File: src/rtl/fixed_point_unit.sv
// fixed_point_unit: signed Q(WIDTH-FBITS).FBITS add/sub (combinational), multiply and square root (iterative)
module fixed_point_unit #(
    parameter int WIDTH = 32,
    parameter int FBITS = 10
) (
    input  logic             clk,
    input  logic             reset,
    input  logic [WIDTH-1:0] operand_1,
    input  logic [WIDTH-1:0] operand_2,
    input  logic [1:0]       operation,
    output logic [WIDTH-1:0] result,
    output logic             ready
);
    localparam int H  = WIDTH / 2;
    localparam int N  = (WIDTH + FBITS + 3) / 4;
    localparam int RB = 4 * N;
    localparam int QB = 2 * N;
    localparam int RW = QB + 4;
    localparam int CW = $clog2(N + 4);

    logic               lat_valid, done, neg, match, ge1, ge2;
    logic [1:0]         lat_op;
    logic [WIDTH-1:0]   lat_a, lat_b, ma, mb, res, prod;
    logic [H-1:0]       xa, xb;
    logic [2*WIDTH-1:0] acc, pp, acc_n, fin;
    logic [RB-1:0]      rad;
    logic [RW-1:0]      rem, r1, r2, t1, t2, rm1, rm2;
    logic [QB-1:0]      root, q1, q2;
    logic [CW-1:0]      cnt;

    // ready/result: add/sub pass straight through, engine results only while the latched request matches
    always_comb begin
        match  = lat_valid && operation == lat_op && operand_1 == lat_a && operand_2 == lat_b;
        ready  = !reset && (!operation[1] || (done && match));
        result = reset ? '0 :
                 !operation[1] ? (operation[0] ? operand_1 - operand_2 : operand_1 + operand_2) :
                 (done && match) ? res : '0;
    end

    // multiply step: partial product picked by cnt (lo*lo, lo*hi, hi*lo, hi*hi) and shifted into place
    always_comb begin
        xa    = cnt[1] ? ma[WIDTH-1:H] : ma[H-1:0];
        xb    = cnt[0] ? mb[WIDTH-1:H] : mb[H-1:0];
        prod  = {{(WIDTH-H){1'b0}}, xa} * {{(WIDTH-H){1'b0}}, xb};
        pp    = {{WIDTH{1'b0}}, prod};
        acc_n = acc + (cnt[1:0] == 2'd0 ? pp : cnt[1:0] == 2'd3 ? pp << (2 * H) : pp << H);
        fin   = neg ? -acc_n : acc_n;
    end

    // square-root step: two digit-by-digit iterations, each consuming two radicand bits
    always_comb begin
        r1  = (rem << 2) | RW'(rad[RB-1 -: 2]);
        t1  = RW'({root, 2'b01});
        ge1 = r1 >= t1;
        rm1 = ge1 ? r1 - t1 : r1;
        q1  = (root << 1) | QB'(ge1);
        r2  = (rm1 << 2) | RW'(rad[RB-3 -: 2]);
        t2  = RW'({q1, 2'b01});
        ge2 = r2 >= t2;
        rm2 = ge2 ? r2 - t2 : r2;
        q2  = (q1 << 1) | QB'(ge2);
    end

    // request latch and engine: a new request reloads, add/sub abandons, otherwise iterate until done
    always_ff @(posedge clk) begin
        if (reset) begin
            lat_valid <= 1'b0;
            lat_op    <= '0;
            lat_a     <= '0;
            lat_b     <= '0;
            done      <= 1'b0;
            cnt       <= '0;
            ma        <= '0;
            mb        <= '0;
            neg       <= 1'b0;
            acc       <= '0;
            rad       <= '0;
            rem       <= '0;
            root      <= '0;
            res       <= '0;
        end else if (!operation[1]) begin
            lat_valid <= 1'b0;
            done      <= 1'b0;
        end else if (!match) begin
            lat_valid <= 1'b1;
            lat_op    <= operation;
            lat_a     <= operand_1;
            lat_b     <= operand_2;
            done      <= 1'b0;
            cnt       <= '0;
            ma        <= operand_1[WIDTH-1] ? -operand_1 : operand_1;
            mb        <= operand_2[WIDTH-1] ? -operand_2 : operand_2;
            neg       <= operand_1[WIDTH-1] ^ operand_2[WIDTH-1];
            acc       <= '0;
            rad       <= RB'(operand_1) << FBITS;
            rem       <= '0;
            root      <= '0;
        end else if (!done) begin
            cnt <= cnt + CW'(1);
            if (!lat_op[0]) begin
                acc <= acc_n;
                if (cnt == CW'(3)) begin
                    res  <= WIDTH'(fin >> FBITS);
                    done <= 1'b1;
                end
            end else begin
                rad  <= rad << 4;
                rem  <= rm2;
                root <= q2;
                if (cnt == CW'(N - 1)) begin
                    res  <= WIDTH'(q2);
                    done <= 1'b1;
                end
            end
        end
    end
endmodule

File: config.mk
export PLATFORM = sky130hd
export DESIGN_NAME = fixed_point_unit
export DESIGN_NICKNAME = d
export VERILOG_FILES = /design/src/rtl/fixed_point_unit.sv
export SDC_FILE = /design/constraint.sdc
export NUM_CORES = 2
export LEC_CHECK = 0
export CORE_MARGIN = 3
export CORE_UTILIZATION = 55
export CTS_CLUSTER_DIAMETER = 100
export DETAILED_ROUTE_END_ITERATION = 8
export GPL_ROUTABILITY_DRIVEN = 0
export PLACE_DENSITY = 0.74
export SYNTH_ARGS = -nofsm -noshare
export SYNTH_HDL_FRONTEND = slang
export SYNTH_SLANG_ARGS = --single-unit
File: constraint.sdc
create_clock -name clk -period 33.1 [get_ports clk]
set_clock_uncertainty 0.05 [all_clocks]
set_input_delay 6.62 -clock clk [delete_from_list [all_inputs] [get_ports clk]]
set_output_delay 6.62 -clock clk [all_outputs]
set_load 0.005 [all_outputs]
==> run metrics <==
starting density of the core 55.70%; worst hold path cell count 2; fraction of registers with async set/reset 0%; WL/cell 20.38 µm; first-pass GRT wire length 145.0 mm; Mapped Cells 3846; Slew @ Worst Pin 1.133 ns; Worst Reg-to-Reg Cells 35; sum of buffers and inverters on the critical path 2; Worst Path Arrival 12.71 ns; slew margin rel. 24.27%; Avg Cell Area, Syn 7.810 µm²; clock root buffer clkbuf_16; CP dominant cell by count or3_1; TritonCTS Buffers 35; largest net degree at the start of global routing 101; clk sink count 289; Synth top area share 19.26%; number of synthesized flops with an enable pin 0; DRC viols 0; TNS Setup 0 ns; Initial DRC Count 2537; Max rail drop VDD 35.21 µV; ant diodes 0; total global routing overflow 0; Post-CTS Setup Inserts 0; CTS clk-pin slew, worst paths 0.06 ns; Yosys reg bits 289; vias after detailed routing 27560; CTS Buffer Depth 3; Setup violations, final 0; Vias/cell 6.075; crit start category input pin; Ys Warns 0; CP max FO 6; worst skew pair latency 0.57 ns; P per Cell Area 42.99 nW/µm²; fillers 4925; critical path required time 26.43 ns; max cap viols 0; Max stage delay on crit path 0.54 ns; RSZ-0062 raised after global routing no; total track usage 31.90%; Area Growth Syn to Fin 8.819%; area of the multi-input gates 22250 µm²; vias in the first global route 25890; Min Clock Period, post-route 19.38 ns; worst hold slack 0.3954 ns; design area 32690 µm²; layout cell share with drive strength beyond 1 4.686%; Detailed Routing Iterations Pass 1 6; Synth Cell Area 30040 µm²; die height 239.7 µm; synth top area cells dfxtp_1, fa_1, ha_1; area post-placement 31480 µm²; Post-CTS Resized 0; status completed; Seq/Total Area, Yosys 19.26%; HP Class flip-flop to flip-flop; DP Worst Slack 13.81 ns; number of I/O pins 101; CP max-delay cell clkdlybuf4s50_1; Crit. End Element output port; P_leak 14.34 nW; core area 53920 µm²; critical path's top delay family simple AND/OR/NAND/NOR gates; Die ar. 57450 µm²; Die Span X 239.7 µm; crit share post-route 58.54%; CP Class input pin to output port; max-slew violation count 0; Worst Slack Setup Final 13.72 ns; CP Depth 20; Final #Nets 4311; critical path cell sequence clkdlybuf4s50_1, or3_1, or3_1, or3_1, nand2b_1, nand2b_1, or3_1, or4_1, nor3_1, nor2_1, xnor2_1, ha_1, a21o_1, a21o_1, or3_1, o211a_1, o21a_1, or3_1, a21oi_1, clkdlybuf4s50_1; syn_nets 4341; register area 5787 µm²; Routed WL 92.46 mm; CTS tree yes; PortBufs 100; initial antenna violation count 0; Final ANT Viol Nets 0; hpwl dp 70.28 mm; Row Count 85; H-tree levels 2; Synth Flop Type dfxtp_1; max frequency 51.61 MHz; final hold vios 0; post-synth top area cell dfxtp_1; synth unique cells 85; Hold-fix buffers, CTS 0
## final timing paths
kind	startpoint	endpoint	slack, ns
min reg2reg	rem[23]$_SDFFE_PP0P_	rem[23]$_SDFFE_PP0P_	0.40
min	rem[23]$_SDFFE_PP0P_	rem[23]$_SDFFE_PP0P_	0.40
max reg2reg	cnt[1]$_SDFFE_PP0P_	res[31]$_SDFFE_PP0P_	21.14
max	operand_2[0]	result[26]	13.72
## through the flow
step | instances | util [%] | total power [mW]
3_5_place_dp | 4475 | 58.38 | 0.9795
4_1_cts | 4537 | 60.62 | 1.395
5_1_grt | 4537 | 60.62 | 1.477
2_1_floorplan | 3846 | - | 0.7981
3_3_place_gp | 4475 | 58.38 | 0.9752
6_report | 4537 | 60.62 | 1.405
## routing by layer
metal	wire, µm	GRT usage (%)	vias up
li1	-	-	13050
met1	39560	43.85	13070
met2	40750	50.23	1243
met3	8331	5.366	203
met4	3816	12.33	0
met5	0	0	-
## cells in the mapped netlist (all sizes together) (16+ instances only)
cell type,count
nor4,37
a211oi,100
a22oi,67
o211ai,20
clkbuf,200
a21oi,253
nor2,464
o31ai,25
or3,29
nand2,466
mux2i,111
xor2,150
nor3,52
a31oi,20
a21o,70
inv,319
and3,23
and2,35
or2,18
buf,16
o21ai,169
o21bai,26
nand2b,41
ha,231
nor2b,19
o21a,17
mux2,29
nand4,27
nand3,35
xnor2,144
dfxtp,289
fa,196
## placed cells by master, fill, tap and decap left out, types with 13 or more instances in the layout
master           count
o21bai_1            26
a21oi_1            253
clkbuf_16           36
o21ai_1             25
fa_1               196
a31oi_1             20
ha_1               231
mux2_2              29
and3_1              23
xnor2_1            144
buf_4               49
nand2_1            466
nor3_1              51
a21o_1              70
nand2b_1            40
xor2_1             150
o21a_1              17
a22oi_1             67
o211ai_1            20
and2_1              33
nor2b_1             19
or3_1               29
o21ai_0            144
nor4_1              35
or2_2               17
inv_1              319
nor2_1             462
nand3_1             34
or4_1               13
o31ai_1             24
dfxtp_1            288
clkdlybuf4s50_1     98
mux2i_1            110
a211oi_1            99
nand4_1             27
## worst reg2reg max path, delay by kind of cell, from the launching register on
family,cells,cell delay (ns)
AOI/OAI and AO/OA,11,3.36
DFF,1,0.94
and+or+nand+nor,9,2.20
muxes,1,0.76
buffers and inverters,4,0.22
adders and majority gates,8,3.95
xor gates and xnor gates,2,0.34
## layout make-up
type / instances / share of cell area, %
Multi-Input combinational cell: 3020 / 68.07
Sequential cell: 289 / 17.70
Timing Repair Buffer: 149 / 4.184
Inverter: 321 / 3.686
Clock buffer: 52 / 3.154
Tap cell: 696 / 2.664
Clock inverter: 10 / 0.5359
## registers in the layout (all words and copies together) (netlist names), 24 cells and up
name   cells
mb        31
ma        31
lat_a     32
rad       34
rem       24
acc       42
res       32
lat_b     32
## power by group
part / leakage (nW) / internal [mW] / switching, mW / total, mW
Combinational: 11.4 / 0.223 / 0.397 / 0.620
Clock: 0.590 / 0.242 / 0.171 / 0.413
Sequential: 2.36 / 0.361 / 0.0109 / 0.372
Total: 14.3 / 0.826 / 0.579 / 1.41
## cells by family (layout without fill, tap and decap cells)
family	count (synthesis)	after routing	synth area share (%)
and+or+nand+nor	1288	1288	19.16
buffers and inverters	537	532	6.761
AOI/OAI and AO/OA	871	871	18.77
adders and majority gates	427	427	22.69
DFF	289	289	19.26
muxes	140	140	4.786
xor gates and xnor gates	294	294	8.573
(Power assumes the default switching activity.)
